**config.mk**
```make
export PLATFORM = sky130hd
export DESIGN_NAME = fpsu_flag_retire
export DESIGN_NICKNAME = d
export VERILOG_FILES = /design/src/rtl/fpsu_flag_retire.sv
export SDC_FILE = /design/constraint.sdc
export NUM_CORES = 1
export LEC_CHECK = 0
export CORE_MARGIN = 3
export CORE_UTILIZATION = 40
export DETAILED_ROUTE_END_ITERATION = 7
export PLACE_DENSITY = 0.75
export SLEW_MARGIN = 20
export SYNTH_ARGS = -nofsm -noshare
export SYNTH_HDL_FRONTEND = slang
export SYNTH_SLANG_ARGS = --single-unit
```
**constraint.sdc**
```tcl
create_clock -name clk -period 1.7 [get_ports clk]
set_input_delay 0.425 -clock clk [delete_from_list [all_inputs] [get_ports clk]]
set_output_delay 0.425 -clock clk [all_outputs]
set_load 0.02 [all_outputs]
```
**src/rtl/fpsu_flag_retire.sv**
```systemverilog
// FP flag retire stage: masks per-lane raised flags with trap enables, pipelines retire codes, keeps sticky status.
// Optional trapped-event counter enabled by defining FPSU_TRAP_COUNT_EN.
module fpsu_flag_retire #(
    parameter int unsigned DEPTH = 2,
    parameter int unsigned TAGW  = 10
) (
    input  logic            clk,
    input  logic            rst,
    input  logic [10:0]     u1_raise,
    input  logic            u1_vld,
    input  logic [TAGW-1:0] u1_tag,
    input  logic [10:0]     u2_raise,
    input  logic            u2_vld,
    input  logic [TAGW-1:0] u2_tag,
    input  logic [10:0]     trap_en,
    input  logic            flush,
    input  logic            sticky_clr,
    output logic [10:0]     sticky,
    output logic [TAGW+3:0] u1_ret,
    output logic            u1_ret_en,
    output logic [TAGW+3:0] u2_ret,
    output logic            u2_ret_en,
    output logic [15:0]     trap_cnt
);

    function automatic logic [3:0] trap_code(input logic [10:0] t);
        logic [3:0] c;
        casez (t)
            11'b1??????????: c = 4'd11;
            11'b01?????????: c = 4'd10;
            11'b001????????: c = 4'd9;
            11'b0001???????: c = 4'd8;
            11'b00001??????: c = 4'd7;
            11'b000001?????: c = 4'd6;
            11'b0000001????: c = 4'd5;
            11'b00000001???: c = 4'd4;
            11'b000000001??: c = 4'd3;
            11'b0000000001?: c = 4'd2;
            11'b00000000001: c = 4'd1;
            default:         c = 4'd0;
        endcase
        return c;
    endfunction

    logic [3:0]  code1, code2;
    logic [10:0] sticky_d, sticky_q;

    always_comb begin
        code1    = trap_code(u1_raise & trap_en);
        code2    = trap_code(u2_raise & trap_en);
        sticky_d = sticky_clr ? '0 : sticky_q;
        if (u1_vld) sticky_d = sticky_d | (u1_raise & ~trap_en);
        if (u2_vld) sticky_d = sticky_d | (u2_raise & ~trap_en);
    end

    always_ff @(posedge clk) begin
        if (rst) sticky_q <= '0;
        else     sticky_q <= sticky_d;
    end

    // Data fields only load alongside a surviving valid, so the last stage
    // (and hence u*_ret) holds its value across idle and flushed cycles.
    for (genvar k = 0; k < DEPTH; k++) begin : g_stage
        logic            v1_in, v2_in;
        logic [3:0]      c1_in, c2_in;
        logic [TAGW-1:0] g1_in, g2_in;
        logic            v1_q, v2_q;
        logic [3:0]      c1_q, c2_q;
        logic [TAGW-1:0] g1_q, g2_q;

        if (k == 0) begin : g_src
            assign v1_in = u1_vld;
            assign c1_in = code1;
            assign g1_in = u1_tag;
            assign v2_in = u2_vld;
            assign c2_in = code2;
            assign g2_in = u2_tag;
        end else begin : g_src
            assign v1_in = g_stage[k-1].v1_q;
            assign c1_in = g_stage[k-1].c1_q;
            assign g1_in = g_stage[k-1].g1_q;
            assign v2_in = g_stage[k-1].v2_q;
            assign c2_in = g_stage[k-1].c2_q;
            assign g2_in = g_stage[k-1].g2_q;
        end

        always_ff @(posedge clk) begin
            if (rst) begin
                v1_q <= 1'b0;
                c1_q <= '0;
                g1_q <= '0;
                v2_q <= 1'b0;
                c2_q <= '0;
                g2_q <= '0;
            end else begin
                v1_q <= v1_in & ~flush;
                v2_q <= v2_in & ~flush;
                if (v1_in && !flush) begin
                    c1_q <= c1_in;
                    g1_q <= g1_in;
                end
                if (v2_in && !flush) begin
                    c2_q <= c2_in;
                    g2_q <= g2_in;
                end
            end
        end
    end

    assign sticky    = sticky_q;
    assign u1_ret_en = g_stage[DEPTH-1].v1_q;
    assign u1_ret    = {g_stage[DEPTH-1].c1_q, g_stage[DEPTH-1].g1_q};
    assign u2_ret_en = g_stage[DEPTH-1].v2_q;
    assign u2_ret    = {g_stage[DEPTH-1].c2_q, g_stage[DEPTH-1].g2_q};

`ifdef FPSU_TRAP_COUNT_EN
    logic [1:0]  inc;
    logic [16:0] sum;
    logic [15:0] cnt_d, cnt_q;

    always_comb begin
        inc   = {1'b0, u1_ret_en && (g_stage[DEPTH-1].c1_q != 4'd0)}
              + {1'b0, u2_ret_en && (g_stage[DEPTH-1].c2_q != 4'd0)};
        sum   = {1'b0, cnt_q} + {15'd0, inc};
        cnt_d = sum[16] ? 16'hFFFF : sum[15:0];
        if (sticky_clr) cnt_d = {14'd0, inc};
    end

    always_ff @(posedge clk) begin
        if (rst) cnt_q <= '0;
        else     cnt_q <= cnt_d;
    end

    assign trap_cnt = cnt_q;
`else
    assign trap_cnt = '0;
`endif

endmodule

```
Yosys cells after proc, flatten, opt, wreduce, memory -nomap -nowiden
Index checks and enable logic that the tools add are counted.
{ "op_classes": {"n_eq_ne": 20, "muxes": 5, "bitwise_logic": 12, "reduce_logical": 5} }
{ "op_table": {"columns": ["cell", "count"], "rows": [
  ["4-bit one-hot mux with 11 select lines", 2],
  ["11-bit bitwise AND", 4],
  ["11-bit 2-to-1 mux", 3],
  ["11-bit by 1-bit == test with 1-bit output, second input constant", 2],
  ["11-bit bitwise OR", 2],
  ["10-bit by 1-bit == test with 1-bit output, second input constant", 2],
  ["9-bit by 1-bit == test with 1-bit output, second input constant", 2],
  ["8-bit by 1-bit == test with 1-bit output, second input constant", 2],
  ["7-bit by 1-bit == test with 1-bit output, second input constant", 2],
  ["6-bit by 1-bit == test with 1-bit output, second input constant", 2],
  ["11-bit inverter", 1],
  ["5-bit by 1-bit == test with 1-bit output, second input constant", 2],
  ["4-bit by 1-bit == test with 1-bit output, second input constant", 2],
  ["3-bit by 1-bit == test with 1-bit output, second input constant", 2],
  ["1-bit bitwise AND", 4],
  ["2-bit by 1-bit == test with 1-bit output, second input constant", 2],
  ["1-bit logical AND", 4],
  ["1-bit zero test", 1],
  ["1-bit inverter", 1]
]} }
{ "word_totals": {"regBits": 71, "output_inout_bits": 57, "wordCells": 55} }

Longest topological paths before layout
{ "depth": {"word_depth": 6, "ltp_mapped": 5, "mapped_depth_nobuf": 4} }

Worst setup path after synthesis
OpenSTA, ideal clock, no wires.
{ "synth_path": {"kind": "input to register", "start": "input trap_en[5]", "end": "register g_stage[0].c1_q[0]", "t_arrival_ps": 1249, "path_slack_ps": 360, "stages": 4, "n_path_buf": 0, "path_cell_list": "a22o_1 a221oi_4 nand4_1 a311oi_1"} }
{ "synth_via": {"elab_chain_cells": 3, "word_cells_on_any_way": 8, "cone_classes": "6 x eq/ne; 1 x mux; 1 x bitwise"} }
{ "synth_lines": {"columns": ["element", "line_no", "source"], "rows": [
  ["from (decl)", "15", "input logic [10:0] trap_en,"],
  ["11-bit bitwise AND *", "49", "code1 = trap_code(u1_raise & trap_en);"],
  ["11-bit by 1-bit == test with 1-bit output (tied with other cells)", "28", "casez (t)"],
  ["4-bit one-hot mux with 11 select lines *", "28", null],
  ["to (signal assigned)", "99", "c1_q <= c1_in;"],
  ["to (decl)", "68", "logic [3:0] c1_q, c2_q;"]
]} }
Every way passes the cells marked *; elsewhere a longest branch is shown, timed or not.
A chain may end at the register's enable or synchronous reset.

Final worst setup path
{ "layout_path": {"start": "register g_stage[1].v1_q, in the netlist u1_ret_en", "end": "output u1_ret_en"} }
{ "layout_lines": {"columns": ["element", "line_no", "source"], "rows": [
  ["from (decl)", "67", "logic v1_q, v2_q;"],
  ["from (signal assigned)", "96", "v1_q <= v1_in & ~flush;"],
  ["to (decl)", "20", "output logic u1_ret_en,"]
]} }
No word-level cell between the ends.

==> reports/metrics.csv <==
stage,metric,value,unit
synth,synthesis.area,2900,sq um
layout,fin_cells,600,
layout,final_area,4420,sq um
placed_design,io_buffers,99,
critical_path,crit_family,buffers and inverters,
routing,drt_wl_total,8100,um
critical_path,worstPathArrival,1240,ps
die,die_y,91.2,um
clock_network,clk-insertion-delay-late,340,ps
routing,wl_met3,544,um
die,rows,30,
critical_path,reg2reg_from,g_stage[0].v2_q,
layout,utilization,64.0,%
routing,ant_nets,0,
placed_design,place_congestion,0.973,
critical_path,critPathKind,reg -> out,
global_routing,grt_max_degree,35,
critical_path,worstPathCellList,clkdlybuf4s50_1,
critical_path,worstSetupStartpointType,flip-flop,
power_and_ir_drop,leakagePower,1.88,nW
power_and_ir_drop,ir_worst_vdd,0.380,mV
timing,fin_skew,8.26,ps
synth,syn_avg_cell_area,7.89,sq um
global_routing,antenna_found_initial,0,
routing,drt_iter0_drc,140,
timing,fin_crit_sh,97.7,%
critical_path,startpoint,u1_ret_en,
layout,seqCellArea,1420,sq um
layout,multi_input_area,1360,sq um
synth,synth-seq-area-share,48.9,%
clock_network,numCtsBuffers,9,
placed_design,place_area,4210,sq um
timing,whs,447,ps
timing,fmax,602,MHz
routing,wl_met1,3520,um
synth,ys_warn_count,0,
layout,layout-drive-gt1-share,13.3,%
timing,hold_viol,0,
critical_path,reg2reg_depth,4,
layout,nets,558,
outcome,status,"finished, final reports clean",
die,die_w,91.2,um
clock_network,clock-root-buffer,clkbuf_8,
layout,layout_common_cells,"109 x nand2_1, 71 x dfxtp_1, 65 x a21oi_1",
power_and_ir_drop,power.density,874,nW/um^2
layout,fillers,653,
placed_design,dp_hpwl,6170,um
clock_network,htree_levels,3,
timing,period_minus_slack,1660,ps
routing,first_pass_iters,4,
critical_path,critical_path.max_fanout,1,
clock_network,clock_path_buffers,2,
clock_network,clock-sinks,71,
synth,netlist_instances,368,
die,core,6910,sq um
routing,vias,2928,
critical_path,path_buf_inv,1,
critical_path,reg2reg_slack,760,ps
critical_path,slowest_delay,590,ps
die,io_pins,116,
critical_path,endpoint,u1_ret_en,
layout,mostFrequentLayoutCell,nand2_1,
critical_path,critPathSlowestCell,clkdlybuf4s50_1,
clock_network,path_clk_slew,90,ps
critical_path,cp_data_required_time,1270,ps
routing,drc,0,
critical_path,end_kind,output pin,
routing,routedWlPerCell,13.5,um
layout,diodes,0,
routing,vias_per_cell,4.88,
layout,areaGrowthSynthToFinish,52.3,%
die,dieArea,8320,sq um
critical_path,reg2reg_to,g_stage[1].c2_q[0],
die,initial_utilization,42.0,%
critical_path,critical_path_depth,1,
clock_network,cts_tree,built,
clock_network,hold_buffers,0,
global_routing,grt-ovfl-total,0,
timing,setup_viol,0,
synth,synth_cell_type_count,33,
job,cap_violations,0,
placed_design,dp.cells,582,
timing,rsz0062_at_grt,false,
routing,wl_met2,3950,um
global_routing,grt_pass1_wl,13300,um
synth,synth_seq_cells,71,
timing,setup-tns-final,0,ps
hold_path,hold_path.class,reg -> reg,
routing,highest_layer,met4,
global_routing,grt_pass1_vias,2819,
timing,slew_viol_final,0,
global_routing,grt.total_usage,19.8,%
-- per-stage QoR --
step | total power, mW | worst slack [ps]
after CTS | 3.89 | 19.5
after floorplan | 2.06 | 360
final | 3.87 | 39.4
after global placement | 2.36 | -284
after global routing | 4.03 | 10.1
after detailed placement | 2.36 | -368
-- cells in the mapped netlist --
cell type / count / area share, %
buf_4: 16 / 4.1
nor2_1: 35 / 4.5
a2111oi_0: 1 / 0.30
buf_1: 2 / 0.26
a32o_1: 2 / 0.69
buf_2: 2 / 0.34
nand2_1: 109 / 14
o31a_1: 1 / 0.30
dfxtp_1: 71 / 49
nor3_1: 1 / 0.17
clkbuf_1: 15 / 1.9
a221oi_2: 1 / 0.52
conb_1: 1 / 0.13
nand4_1: 1 / 0.22
a311o_1: 1 / 0.34
a22oi_1: 14 / 3.6
nand2b_1: 4 / 0.86
a22o_1: 3 / 0.90
a22oi_2: 1 / 0.43
a2111oi_1: 1 / 0.34
nor2b_1: 4 / 0.86
and3_1: 2 / 0.43
a221oi_4: 1 / 0.90
a41oi_2: 1 / 0.56
a222oi_1: 1 / 0.34
and2_1: 2 / 0.43
inv_1: 1 / 0.13
a311oi_1: 2 / 0.60
a211oi_1: 2 / 0.52
nand3b_1: 1 / 0.26
nand3_1: 3 / 0.52
clkbuf_2: 1 / 0.17
a21oi_1: 65 / 11
-- how the worst min path moves through the flow --
| stage | from | end | slack [ps] | depth (start not counted) |
|---|---|---|---|---|
| 2_1_floorplan | g_stage[0].c1_q[2] | g_stage[1].c1_q[2] | 430 | 2 |
| 3_3_place_gp | g_stage[0].g2_q[1] | g_stage[1].g2_q[1] | 440 | 2 |
| 3_5_place_dp | g_stage[0].g2_q[6] | g_stage[1].g2_q[6] | 440 | 2 |
| 4_1_cts | g_stage[0].g1_q[1] | g_stage[1].g1_q[1] | 450 | 2 |
| 5_1_grt | g_stage[0].g2_q[8] | g_stage[1].g2_q[8] | 470 | 2 |
| 6_report | g_stage[0].g1_q[1] | g_stage[1].g1_q[1] | 450 | 2 |
-- routing by layer --
layer / GRT usage [%] / vias to the layer above
met1: 24.9 / 1332
li1: - / 1473
met2: 33.8 / 115
met5: 0 / -
met3: 4.89 / 8
met4: 5.15 / 0
-- cell families (layout without fill, tap and decap cells) --
group,count (synthesis),in the layout,share of synthesized area (%)
buffers and inverters,37,158,6.98
and+or+nand+nor,162,162,22.4
other,1,16,0.129
DFF,71,71,48.9
AOI/OAI and AO/OA,97,97,21.6
-- cell type report --
type | count | area share [%]
Clock inverter | 7 | 2.38
Clock buffer | 9 | 2.80
Timing Repair Buffer | 141 | 29.2
Tap cell | 96 | 2.72
Inverter | 1 | 0.0849
Sequential cell | 71 | 32.1
Multi-Input combinational cell | 275 | 30.7
-- flip-flops by register name (all words and copies together) (netlist names) --
signal	cells
g_stage.v2_q	1
g_stage.c1_q	8
g_stage.v1_q	1
sticky	11
g_stage.g2_q	20
u1_ret_en	1
u2_ret_en	1
g_stage.c2_q	8
g_stage.g1_q	20
-- report_power, final --
part | leakage [nW] | total, mW | internal (mW) | switching [mW]
Combinational | 1.19 | 0.581 | 0.291 | 0.290
Sequential | 0.578 | 1.74 | 1.72 | 0.0271
Clock | 0.112 | 1.54 | 0.847 | 0.694
Total | 1.88 | 3.87 | 2.86 | 1.01
-- timing repair --
action | CTS | global route
pin swaps | 0 | 3
gates resized for setup | 40 | 5
setup buffers | 0 | 2
endpoints found under the setup margin | 40 | 4
(Power assumes the default switching activity.)
